`config.mk`:
```
export PLATFORM = sky130hd
export DESIGN_NAME = wb_initiator
export DESIGN_NICKNAME = d
export VERILOG_FILES = /design/src/rtl/wb_pkg.sv /design/src/rtl/wb_init_timeout.sv /design/src/rtl/wb_initiator.sv
export SDC_FILE = /design/constraint.sdc
export NUM_CORES = 1
export LEC_CHECK = 0
export ABC_AREA = 1
export CAP_MARGIN = 20
export CORE_UTILIZATION = 40
export CTS_CLUSTER_SIZE = 12
export DETAILED_ROUTE_END_ITERATION = 8
export HOLD_SLACK_MARGIN = 0.08
export PLACE_DENSITY = 0.81
export SETUP_SLACK_MARGIN = 0.3
export SLEW_MARGIN = 20
export SYNTH_ARGS = -nofsm -noshare
export SYNTH_HDL_FRONTEND = slang
export SYNTH_SLANG_ARGS = --single-unit
```
`constraint.sdc`:
```
create_clock -name i_clk -period 1.8 [get_ports i_clk]
set_clock_uncertainty 0.1 [all_clocks]
set_input_delay 0.36 -clock i_clk [delete_from_list [all_inputs] [get_ports i_clk]]
set_output_delay 0.36 -clock i_clk [all_outputs]
set_load 0.01 [all_outputs]
```
`src/rtl/wb_pkg.sv`:
```
// Shared definitions for the Wishbone classic initiator.
//   WB_ADDR_W / WB_DATA_W / WB_SEL_W : bus widths
//   wb_init_state_t                  : initiator FSM encoding
package wb_pkg;

    localparam int WB_ADDR_W = 32;
    localparam int WB_DATA_W = 32;
    localparam int WB_SEL_W  = 4;

    typedef enum logic [1:0] {
        IDLE = 2'd0,
        BUS  = 2'd1,
        RESP = 2'd2
    } wb_init_state_t;

endpackage

```
`src/rtl/wb_init_timeout.sv`:
```
// Bus-cycle watchdog for wb_initiator (only instantiated when
// WB_INITIATOR_TIMEOUT_EN is defined).
//   i_clk, i_reset_n : clock, async active-low reset
//   i_clear          : request accepted; restart the count for the new cycle
//   i_active         : initiator is in BUS
//   i_ack            : Wishbone acknowledge
//   o_expire         : last allowed stb cycle passed without ack
module wb_init_timeout #(
    parameter int TIMEOUT_CYCLES = 16
) (
    input  logic i_clk,
    input  logic i_reset_n,
    input  logic i_clear,
    input  logic i_active,
    input  logic i_ack,
    output logic o_expire
);

    localparam logic [7:0] LAST_CNT = 8'(TIMEOUT_CYCLES - 1);

    logic [7:0] cnt_q;
    logic [7:0] cnt_d;

    always_comb begin
        cnt_d = cnt_q;
        if (i_clear) begin
            cnt_d = '0;
        end else if (i_active && !i_ack) begin
            cnt_d = cnt_q + 8'd1;
        end
    end

    always_ff @(posedge i_clk or negedge i_reset_n) begin
        if (!i_reset_n) begin
            cnt_q <= '0;
        end else begin
            cnt_q <= cnt_d;
        end
    end

    // An ack in the expiry cycle takes priority over the abort.
    assign o_expire = i_active && !i_ack && (cnt_q == LAST_CNT);

endmodule

```
`src/rtl/wb_initiator.sv`:
```
// Single-outstanding Wishbone classic initiator for the CPU load/store/fetch
// port. One request at a time: accept -> bus cycle -> one-cycle response.
//
// Optional macro: WB_INITIATOR_TIMEOUT_EN -- abort a bus cycle that sees no
// ack for TIMEOUT_CYCLES stb cycles and respond with o_rsp_err = 1.
//
// Ports:
//   i_clk, i_reset_n           clock, async active-low reset
//   i_req_* / o_req_ready      core request (valid/ready)
//   o_rsp_valid/rdata/err      one-cycle response pulse, rdata held after
//   o_wb_* / i_wb_dat/ack      Wishbone classic initiator side
//
// state | meaning
// ------+-------------------------------------------------------------
// IDLE  | ready for a request (ready is registered, so low right after reset)
// BUS   | cyc/stb high, o_wb_* held, waiting for ack (or timeout)
// RESP  | o_rsp_valid pulse, ready low
module wb_initiator
    import wb_pkg::*;
#(
    parameter int TIMEOUT_CYCLES = 16,
    parameter int ADDR_ALIGN     = 1
) (
    input  logic                 i_clk,
    input  logic                 i_reset_n,
    input  logic                 i_req_valid,
    output logic                 o_req_ready,
    input  logic                 i_req_we,
    input  logic [WB_ADDR_W-1:0] i_req_addr,
    input  logic [WB_DATA_W-1:0] i_req_wdata,
    input  logic [WB_SEL_W-1:0]  i_req_sel,
    output logic                 o_rsp_valid,
    output logic [WB_DATA_W-1:0] o_rsp_rdata,
    output logic                 o_rsp_err,
    output logic [WB_ADDR_W-1:0] o_wb_adr,
    output logic [WB_DATA_W-1:0] o_wb_dat,
    output logic [WB_SEL_W-1:0]  o_wb_sel,
    output logic                 o_wb_we,
    output logic                 o_wb_cyc,
    output logic                 o_wb_stb,
    input  logic [WB_DATA_W-1:0] i_wb_dat,
    input  logic                 i_wb_ack
);

    if (TIMEOUT_CYCLES < 2 || TIMEOUT_CYCLES > 255) begin : g_bad_timeout
        $error("wb_initiator: TIMEOUT_CYCLES must be in 2..255");
    end

    wb_init_state_t state_q, state_d;

    logic                 ready_q, ready_d;
    logic                 cyc_q, cyc_d;
    logic [WB_ADDR_W-1:0] adr_q, adr_d;
    logic [WB_DATA_W-1:0] dat_q, dat_d;
    logic [WB_SEL_W-1:0]  sel_q, sel_d;
    logic                 we_q, we_d;
    logic                 rsp_valid_q, rsp_valid_d;
    logic                 rsp_err_q, rsp_err_d;
    logic [WB_DATA_W-1:0] rdata_q, rdata_d;

    logic accept;
    logic timeout_expire;

    assign accept = (state_q == IDLE) && ready_q && i_req_valid;

`ifdef WB_INITIATOR_TIMEOUT_EN
    wb_init_timeout #(
        .TIMEOUT_CYCLES(TIMEOUT_CYCLES)
    ) u_timeout (
        .i_clk    (i_clk),
        .i_reset_n(i_reset_n),
        .i_clear  (accept),
        .i_active (state_q == BUS),
        .i_ack    (i_wb_ack),
        .o_expire (timeout_expire)
    );
`else
    assign timeout_expire = 1'b0;
`endif

    // State register
    always_ff @(posedge i_clk or negedge i_reset_n) begin
        if (!i_reset_n) begin
            state_q <= IDLE;
        end else begin
            state_q <= state_d;
        end
    end

    // Next state
    always_comb begin
        state_d = state_q;
        unique case (state_q)
            IDLE:    if (accept) state_d = BUS;
            BUS:     if (i_wb_ack || timeout_expire) state_d = RESP;
            RESP:    state_d = IDLE;
            default: state_d = IDLE;
        endcase
    end

    // Output / datapath next values; every output is registered so the bus
    // sees glitch-free cyc/stb and reset clears them asynchronously.
    always_comb begin
        ready_d     = (state_d == IDLE);
        cyc_d       = cyc_q;
        adr_d       = adr_q;
        dat_d       = dat_q;
        sel_d       = sel_q;
        we_d        = we_q;
        rsp_valid_d = 1'b0;
        rsp_err_d   = 1'b0;
        rdata_d     = rdata_q;
        case (state_q)
            IDLE: begin
                if (accept) begin
                    adr_d = (ADDR_ALIGN != 0) ? {i_req_addr[WB_ADDR_W-1:2], 2'b00}
                                              : i_req_addr;
                    dat_d = i_req_wdata;
                    sel_d = i_req_sel;
                    we_d  = i_req_we;
                    cyc_d = 1'b1;
                end
            end
            BUS: begin
                if (i_wb_ack) begin
                    cyc_d       = 1'b0;
                    rsp_valid_d = 1'b1;
                    if (!we_q) rdata_d = i_wb_dat;
                end else if (timeout_expire) begin
                    cyc_d       = 1'b0;
                    rsp_valid_d = 1'b1;
                    rsp_err_d   = 1'b1;
                end
            end
            default: ;
        endcase
    end

    always_ff @(posedge i_clk or negedge i_reset_n) begin
        if (!i_reset_n) begin
            ready_q     <= 1'b0;
            cyc_q       <= 1'b0;
            adr_q       <= '0;
            dat_q       <= '0;
            sel_q       <= '0;
            we_q        <= 1'b0;
            rsp_valid_q <= 1'b0;
            rsp_err_q   <= 1'b0;
            rdata_q     <= '0;
        end else begin
            ready_q     <= ready_d;
            cyc_q       <= cyc_d;
            adr_q       <= adr_d;
            dat_q       <= dat_d;
            sel_q       <= sel_d;
            we_q        <= we_d;
            rsp_valid_q <= rsp_valid_d;
            rsp_err_q   <= rsp_err_d;
            rdata_q     <= rdata_d;
        end
    end

    assign o_req_ready = ready_q;
    assign o_rsp_valid = rsp_valid_q;
    assign o_rsp_rdata = rdata_q;
    assign o_rsp_err   = rsp_err_q;
    assign o_wb_adr    = adr_q;
    assign o_wb_dat    = dat_q;
    assign o_wb_sel    = sel_q;
    assign o_wb_we     = we_q;
    // cyc and stb share one flop so they can never diverge.
    assign o_wb_cyc    = cyc_q;
    assign o_wb_stb    = cyc_q;

endmodule

```
==> qor.yml, run 1 <==
status: "finished clean"
clockBufferDepth: 2
antenna_left: 0
timing_max_transition_violations_final: 0
yosys_warnings: 0
sw_frac_of_total_pct: 39.0
drt_iter0_drc: 125
path_cells: "clkdlybuf4s15_1"
antenna_found_initial: 0
synth-seq-area-share_pct: 63.4
root_buffer: "clkbuf_8"
postSynthAreaPerCell_um2: 9.07
p_seq_share_pct: 39.4
leakage_uw: 0.00332
crit_buf_inv: 1
p_per_area_nw_per_um2: 1590
boundaryPins: 211
synthCells: 453
crit_required_ns: 1.34
gr-total-overflow: 0
synth.area.top_cells: "dfrtp_1 (63%), nand2_1 (19%), nand3_1 (12%)"
cts_buffers: 9
synth_commonest_cells: "nand2_1 (205), dfrtp_1 (104), nand3_1 (99), buf_2 (21), buf_4 (7)"
slowest_delay_ns: 0.40
syn_area_um2: 4110
synth_edf_count: 0
coreArea_um2: 9860
grt_pass1_wl_um: 17900
clk_latency_ns: 0.35
endpoint_kind: "output port"
criticalPathCategory: "flip-flop to output port"
yosysTopAreaCell: "dfrtp_1"
p_int_uw: 6260
routed_wl_um: 11600
fmax_mhz: 685
dp_slack_ns: 0.0824
fin_setup_tns_ns: 0
ys_ff_latch: 104
grt_max_degree: 69
drive_above_1_share_pct: 12.1
die_h_um: 103
die_area_um2: 10700
rows: 36
syn2layout_area_growth_pct: 57.5
path_clk_slew_ns: 0.09
ir_drop_uv: 1020
firstDrtPassIters: 5
post-synth-top-count-cell: "nand2_1"
period_share_pct: 81.1
htreeDepth: 3
placedCellCount: 772
die_x_um: 103
synth.top_cell.area_share_pct: 63.4
timing.final.ws_setup_ns: 0.340
min_period_ns: 1.46
p_comb_share_pct: 47.9
hold_viol: 0
cp-start-kind: "flip-flop"
routed_via_density: 4.84
gp_congestion: 0.749
p_sw_uw: 4010
start_util_pct: 41.6
drv_cap: 0
crit_path_top_delay_cell: "dfrtp_1"
synthArstFlopShare_pct: 100
cp.arrival_ns: 1.00
cts_tree: "built"
dp_hpwl_um: 8110
report.final.setup_viol: 0
stdcell_count: 803
antenna_cells: 0
grt_pass1_vias: 3734
ys_types: 14
yosys_most_used_dff: "dfrtp_1"
route.detailed.drc: 0
grt.total_usage_pct: 22.1
hp-class: "flip-flop to flip-flop"
avgRoutedWirePerCell_um: 14.4
nets: 771
portBuffers: 205
clkPwrFrac_pct: 12.7
rsz0062_at_grt: "no"
critical_path.max_fanout: 2
cts.sinks: 104
num_vias: 3883
cp_top_family: "flip-flops"
timing repair:
action	in CTS	in global routing
buffers inserted	13	2
endpoints found under the hold margin	104	0
setup endpoints to repair	103	44
gates resized for setup	197	45
pin swaps	0	1
hold buffers	1	0
cells in the final DEF (no fill, tap or decap):
| cell type | netlist | layout |
|---|---|---|
| clkdlybuf4s15_1 | 0 | 68 |
| inv_1 | 3 | 3 |
| clkdlybuf4s50_1 | 0 | 101 |
| buf_12 | 0 | 8 |
| nand3_1 | 99 | 99 |
| clkbuf_1 | 5 | 4 |
| clkbuf_8 | 0 | 11 |
| dfrtp_1 | 104 | 104 |
| dlygate4sd3_1 | 0 | 1 |
| a21oi_1 | 1 | 1 |
| inv_2 | 2 | 2 |
| buf_4 | 7 | 21 |
| clkbuf_2 | 0 | 35 |
| nand2_2 | 1 | 1 |
| conb_1 | 1 | 3 |
| nor2_4 | 2 | 3 |
| nand2_1 | 205 | 205 |
power groups by stage:
stage / logic (uW) / clock network (uW) / registers (uW)
after floorplan: 1840 / 0 / 4540
after global placement: 5310 / 0 / 4020
after detailed placement: 5440 / 0 / 4080
after CTS: 5100 / 1350 / 4040
after global routing: 5480 / 1430 / 4170
final: 4920 / 1300 / 4040
final timing paths:
check,from,end,slack (ns),cells after the start
max in group asynchronous,i_reset_n,o_wb_adr[8]$_DFFE_PN0P_,0.87,3
min in group asynchronous,i_reset_n,o_wb_adr[28]$_DFFE_PN0P_,0.45,3
min,o_rsp_rdata[26]$_DFFE_PN0P_,o_rsp_rdata[26]$_DFFE_PN0P_,0.38,2
min reg2reg,o_rsp_rdata[26]$_DFFE_PN0P_,o_rsp_rdata[26]$_DFFE_PN0P_,0.38,2
max,o_wb_dat[25]$_DFFE_PN0P_,o_wb_dat[25],0.34,1
max reg2reg,o_wb_we$_DFFE_PN0P_,o_rsp_rdata[19]$_DFFE_PN0P_,0.43,6
sequential cells by signal, summed over array words and instances, names as in the netlist:
signal / flops
o_rsp_valid: 1
o_wb_adr: 30
o_wb_sel: 4
o_req_ready: 1
o_wb_we: 1
o_wb_cyc: 1
o_wb_dat: 32
o_rsp_rdata: 32
state_q: 2
stage by stage:
| step | total power [uW] | util (%) | instance area, um^2 | hold WS [ns] |
|---|---|---|---|---|
| 2_1_floorplan | 6370 | - | 4120 | -0.0356 |
| 3_3_place_gp | 9330 | 64.4 | 6350 | 0.270 |
| 3_5_place_dp | 9520 | 64.4 | 6350 | 0.277 |
| 4_1_cts | 10500 | 67.0 | 6610 | 0.378 |
| 5_1_grt | 11100 | 65.6 | 6470 | 0.393 |
| 6_report | 10300 | 65.6 | 6470 | 0.376 |
cell families after synthesis:
group / synth area share, %
DFF: 63.4
other: 0.0913
AOI/OAI and AO/OA: 0.122
and+or+nand+nor: 31.6
buffers and inverters: 4.84
routing by layer:
metal,vias to the layer above,GRT usage [%],wire length (um)
met1,1845,25.4,4530
li1,1855,-,-
met5,-,0,0
met2,164,37.5,5770
met4,0,10.3,236
met3,19,7.06,1050
layout make-up:
class | instances | area, um^2
Clock buffer | 15 | 166
Sequential cell | 104 | 2600
Tap cell | 133 | 166
Multi-Input combinational cell | 312 | 1320
Inverter | 5 | 18.8
Fill cell | 776 | 3390
Timing Repair Buffer | 234 | 2190
No activity file was read; power rests on OpenSTA's default activity.
==> run 2: changes to the inputs <==
Clock period 1.8 ns to 1.4 ns, I/O delays scaled along.
==> run 2 against run 1 <==
Net effect: the run now ends with setup timing left; sequential power up 35%; sequential share of layout area down 9.4 points; first-iteration DRC count up 29%; routed wire length up 56%; sequential cell count unchanged; combinational power up 140%; clock power up 47%; clock-buffer cell count down 3; setup slack worse by 0.35 ns; utilization up 20 points; final area up 30%; critical path depth up 1; critical path type unchanged; largest cell class is now buffers; largest power group unchanged.
==> qor.yml, run 2 (synthesis results as in run 1) <==
stdcell_count: 898  # +12%
criticalPathCategory: "flip-flop to output port"
rsz0062_at_grt: "yes"
gr-total-overflow: 0  # unchanged
nets: 866  # +12%
period_share_pct: 101
grt_max_degree: 69  # unchanged
timing_max_transition_violations_final: 0  # unchanged
placedCellCount: 772  # unchanged
fill_cells: 488  # -37%
antenna_left: 0  # unchanged
hold_viol: 0  # unchanged
report.final.setup_viol: 2  # +2
grt.total_usage_pct: 25.5  # +3.4 points
die_x_um: 103  # unchanged
firstDrtPassIters: 5  # unchanged
multi_input_area_um2: 2150  # +63%
portBuffers: 205  # unchanged
clkPwrFrac_pct: 9.9  # -2.8 points
num_vias: 4760  # +23%
p_sw_uw: 7820  # +95%
p_seq_share_pct: 28.1  # -11 points
cts_buffers: 9  # unchanged
min_period_ns: 1.41
seqCellArea_um2: 2600  # about the same
htreeDepth: 3  # unchanged
antenna_cells: 0  # unchanged
timing.rr.start: "o_wb_we$_DFFE_PN0P_"
coreArea_um2: 9860  # unchanged
fmax_mhz: 709
critical_path.max_fanout: 2  # unchanged
ir_drop_uv: 1140  # +12%
route.detailed.drc: 0  # unchanged
sw_frac_of_total_pct: 40.5  # +1.4 points
clk_latency_ns: 0.36  # about the same
hp-class: "input pin to async pin"
routed_via_density: 5.30  # +9.6%
grt_pass1_wl_um: 20400  # +14%
r2r_cells: 7  # +1
slowest_delay_ns: 0.41  # about the same
crit_path_top_delay_cell: "dfrtp_1"
clockBufferDepth: 2  # unchanged
p_per_area_nw_per_um2: 2290  # +44%
gr-usage-met1_pct: 29.6  # +4.2 points
grt_pass1_vias: 4159  # +11%
final_cell_mix: "nand2_1 (112), dfrtp_1 (103), clkdlybuf4s50_1 (101), buf_4 (76), nand2_2 (70)"
routed_wl_um: 18100  # +56%
timing.final.ws_setup_ns: -0.0111  # -0.352 ns
grtUsageMet3_pct: 4.84  # -2.2 points
antenna_found_initial: 0  # unchanged
drv_cap: 0  # unchanged
drt_iter0_drc: 161  # +29%
path_cells: "buf_4, buf_6"
drive_above_1_share_pct: 53.1  # +41 points
boundaryPins: 211  # unchanged
cp.arrival_ns: 1.03  # +0.03 ns
final_common_cell: "nand2_1"
leakage_uw: 0.00419  # +26%
die_area_um2: 10700  # unchanged
status: "complete, but fails checks"
ff2ff_setup_slack_ns: -0.01  # -0.44 ns
path_clk_slew_ns: 0.10  # about the same
avgRoutedWirePerCell_um: 20.1  # +40%
violations: "setup timing"
cts.sinks: 104  # unchanged
rr_endpoint: "o_rsp_rdata[18]$_DFFE_PN0P_"
cts_tree: "built"
root_buffer: "clkbuf_8"
grtUsageMet2_pct: 45.1  # +7.6 points
crit_required_ns: 1.02  # -0.32 ns
grt-busiest-layer: "met2"
cp-start-kind: "flip-flop"
die_h_um: 103  # unchanged
rows: 36  # unchanged
p_int_uw: 11500  # +84%
start_util_pct: 41.6  # unchanged
endpoint_kind: "output port"
p_comb_share_pct: 62.0  # +14 points
gp_congestion: 0.757  # +1.1%
syn2layout_area_growth_pct: 105
dp_hpwl_um: 8150  # +0.48%
timing.hold.ws_ns: 0.240  # -0.136 ns
==> run 2: what timing repair did <==
action                                 CTS  global route
resized for setup                      481           198
hold buffers                             1             0
buffers inserted                        31            53
pin swaps                               18            99
endpoints found under the hold margin  104             0
gates cloned                             8            18
setup endpoints to repair              205           207
==> run 2: power by group through the flow <==
stage / clock network (uW) / registers, uW / logic [uW]
final: 1910 / 5440 / 12000
after floorplan: 0 / 5840 / 2500
after global routing: 2050 / 5560 / 12600
after global placement: 0 / 5150 / 6890
after detailed placement: 0 / 5230 / 7080
after CTS: 1880 / 5210 / 7630
==> run 2: worst max-delay path by stage <==
stage                    startpoint                     endpoint  cells after the start
2_1_floorplan  state_q[0]$_DFF_PN0_     o_wb_adr[30]$_DFFE_PN0P_                      6
3_3_place_gp               i_wb_ack  o_rsp_rdata[24]$_DFFE_PN0P_                      6
3_5_place_dp               i_wb_ack  o_rsp_rdata[19]$_DFFE_PN0P_                      6
5_1_grt         o_wb_we$_DFFE_PN0P_  o_rsp_rdata[18]$_DFFE_PN0P_                      7
6_report        o_wb_we$_DFFE_PN0P_                      o_wb_we                      2
4_1_cts        o_wb_cyc$_DFFE_PN0P_                     o_wb_cyc                      1
==> run 2: cell type report <==
| class | count | share of cell area [%] |
|---|---|---|
| clock buffer | 12 | 1.72 |
| clock inverter | 3 | 0.504 |
| inverter | 5 | 0.311 |
| multi-input combinational | 316 | 25.5 |
| sequential | 104 | 30.9 |
| tap | 133 | 1.97 |
| timing repair buffer | 325 | 39.1 |
==> run 2: stage by stage <==
| stage | total power, uW | setup WS (ns) | utilization [%] | setup TNS, ns | instance area [um^2] |
|---|---|---|---|---|---|
| floorplan | 8340 | 0.202 | - | 0 | 4190 |
| global placement | 12000 | -0.216 | 64.5 | -16.38 | 6360 |
| detailed placement | 12300 | -0.249 | 64.5 | -18.11 | 6360 |
| CTS | 14700 | 0.0739 | 69.0 | 0 | 6810 |
| global route | 20200 | -0.0596 | 85.5 | -0.782 | 8440 |
| finish | 19300 | -0.0111 | 85.5 | -0.0217 | 8440 |
==> run 2: layer usage <==
layer  wire length (um)  up-vias
li1                   -     2063
met1               6500     2337
met2               9230      268
met3               1310       92
met4               1050        0
met5                  0        -
==> run 2: critical path: cells and delay by family (launching register included) <==
family                 cells  cell delay, ns
buffers and inverters      2            0.26
DFF                        1            0.41
==> run 3: changes to the inputs <==
--- a/config.mk
+++ b/config.mk
@@ -8,4 +8,5 @@
 export ABC_AREA = 1
 export CAP_MARGIN = 20
+export CORE_MARGIN = 1.5
 export CORE_UTILIZATION = 40
 export CTS_CLUSTER_SIZE = 12
==> constraint.sdc (replaced) <==
create_clock -name i_clk -period 1.4 [get_ports i_clk]
set_clock_uncertainty 0.1 [all_clocks]
set_input_delay 0.14 -clock i_clk [delete_from_list [all_inputs] [get_ports i_clk]]
set_output_delay 0.14 -clock i_clk [all_outputs]
set_load 0.01 [all_outputs]
==> run 3 against run 2 <==
Net effect: non-clock buffer count is 41 lower; largest power group unchanged; highest routed layer unchanged; die area is 1.9% higher; combinational power shrank 27%; the run now ends clean; global-route usage is 2.2 points lower.
==> qor.yml, run 3 (synthesis results as in run 1) <==
status: "finished clean"
p_per_area_nw_per_um2: 2210  # -3.3%
start_util_pct: 41.6  # unchanged
placed_area_um2: 6350  # -0.24%
timing_max_transition_violations_final: 0  # unchanged
rows: 36  # unchanged
grt_pass1_wl_um: 20300  # -0.27%
portBuffers: 205  # unchanged
grt_max_degree: 51  # -26%
ir_drop_uv: 919  # -19%
clk_latency_ns: 0.34  # -0.02 ns
seqCellArea_um2: 2600  # unchanged
clkPwrFrac_pct: 12.0  # +2.1 points
syn2layout_area_growth_pct: 75.1
nets: 823  # -5.0%
leakage_uw: 0.00377  # -10%
p_int_uw: 9800  # -15%
root_buffer: "clkbuf_8"
hp-class: "input pin to async pin"
endpoint_kind: "flip-flop"
fin_util_pct: 72.9  # -13 points
cp-start-kind: "flip-flop"
cts.sinks: 104  # unchanged
routed_wl_um: 13900  # -23%
fmax_mhz: 738  # +4.2%
antenna_found_initial: 0  # unchanged
boundaryPins: 211  # unchanged
crit_required_ns: 1.59  # +0.57 ns
avgRoutedWirePerCell_um: 16.3  # -19%
path_cells: "buf_6, nor2_4, buf_8, clkbuf_16, nand3_1, nand2_1"
drive_above_1_share_pct: 32.9  # -20 points
crit_path_top_delay_cell: "dfrtp_1"
gr-total-overflow: 0  # unchanged
path_clk_slew_ns: 0.10  # about the same
die_h_um: 104  # +0.97%
num_vias: 4272  # -10%
gp_congestion: 0.783  # +3.4%
clockBufferDepth: 2  # unchanged
criticalPathCategory: "flip-flop to flip-flop"
min_period_ns: 1.35  # -0.0566 ns
p_comb_share_pct: 55.0  # -7.0 points
htreeDepth: 3  # unchanged
grt_pass1_vias: 4032  # -3.1%
final_cell_mix: "nand2_1 (197), dfrtp_1 (103), clkdlybuf4s50_1 (101), nand3_1 (76), buf_2 (73)"
drt_iter0_drc: 271  # +68%
design_area_um2: 7190  # -15%
hold_viol: 0  # unchanged
grt.total_usage_pct: 23.3  # -2.2 points
drv_cap: 0  # unchanged
stdcell_count: 856  # -4.7%
p_sw_uw: 6120  # -22%
antenna_left: 0  # unchanged
r2r_cells: 6  # -1
p_seq_share_pct: 33.0  # +4.9 points
dp_hpwl_um: 8100  # -0.67%
die_area_um2: 10900  # +1.9%
fill_cells: 728  # +49%
multi_input_area_um2: 1530  # -29%
slowest_delay_ns: 0.41  # about the same
final_common_cell: "nand2_1"
critical_path.max_fanout: 8  # +6
period_share_pct: 96.8  # -4.0 points
ff2ff_setup_slack_ns: 0.05  # +0.06 ns
sw_frac_of_total_pct: 38.4  # -2.0 points
die_x_um: 104  # +0.97%
cts_buffers: 9  # unchanged
antenna_cells: 0  # unchanged
route.detailed.drc: 0  # unchanged
coreArea_um2: 9860  # unchanged
rsz0062_at_grt: "yes"
report.final.setup_viol: 0  # -2
finalPower_uw: 15900  # -18%
fin_setup_tns_ns: 0  # +0.0217 ns
routed_via_density: 4.99  # -5.8%
cp.arrival_ns: 1.55  # +0.52 ns
cts_tree: "built"
placedCellCount: 770  # -0.26%
firstDrtPassIters: 5  # unchanged
run 3: changes by cell type in the layout (fill, tap and decap cells not counted), sizes merged:
cell      delta
buf         -36
clkbuf       -5
clkinv       +2
clkinvlp     -1
nand2        -2
run 3: power groups by stage:
stage / combinational (uW) / sequential, uW / clock (uW)
after CTS: 7340 / 5190 / 1940
after detailed placement: 7020 / 5250 / 0
after global routing: 9410 / 5410 / 2080
after floorplan: 2500 / 5840 / 0
final: 8760 / 5250 / 1910
after global placement: 6830 / 5190 / 0
run 3: area by class of cell:
| type | instances | area share [%] |
|---|---|---|
| repair buffers | 284 | 37.1 |
| flip-flops and latches | 104 | 36.2 |
| multi-input cells | 314 | 21.2 |
| well taps | 133 | 2.31 |
| clock buffers | 12 | 2.16 |
| clock inverters | 4 | 0.731 |
| inverters | 5 | 0.261 |
run 3: worst paths after layout:
kind / from / end
max: o_wb_we$_DFFE_PN0P_ / o_rsp_rdata[21]$_DFFE_PN0P_
min: i_reset_n / o_rsp_rdata[24]$_DFFE_PN0P_
max reg2reg: o_wb_we$_DFFE_PN0P_ / o_rsp_rdata[21]$_DFFE_PN0P_
min reg2reg: o_rsp_rdata[14]$_DFFE_PN0P_ / o_rsp_rdata[14]$_DFFE_PN0P_
max in group asynchronous: i_reset_n / o_wb_adr[14]$_DFFE_PN0P_
min in group i_clk: i_wb_dat[5] / o_rsp_rdata[5]$_DFFE_PN0P_
run 3: what timing repair did:
action	4_1_cts	5_1_grt
hold buffers	1	0
buffers inserted	36	21
endpoints found under the hold margin	104	0
resized for setup	442	54
endpoints found under the setup margin	205	207
pin swaps	2	41
gates cloned	5	7
run 3: per-stage QoR:
stage,hold slack [ns],setup WS [ns]
2_1_floorplan,-0.256,0.202
3_3_place_gp,-0.0452,-0.0697
3_5_place_dp,-0.0378,-0.121
4_1_cts,0.126,0.0951
5_1_grt,0.166,0.00382
6_report,0.139,0.0454
run 3: layer usage:
layer | vias to the layer above | wire [um] | GRT usage [%]
met5 | - | 0 | 0
met4 | 0 | 337 | 8.43
met3 | 26 | 841 | 3.82
met2 | 195 | 7160 | 41.1
met1 | 2078 | 5600 | 28.8
li1 | 1973 | - | -
run 3: worst max-delay path, delay by kind of cell, from the launching register on:
kind | cells | cell delay [ns]
and+or+nand+nor | 3 | 0.30
DFF | 1 | 0.41
buffers and inverters | 3 | 0.49
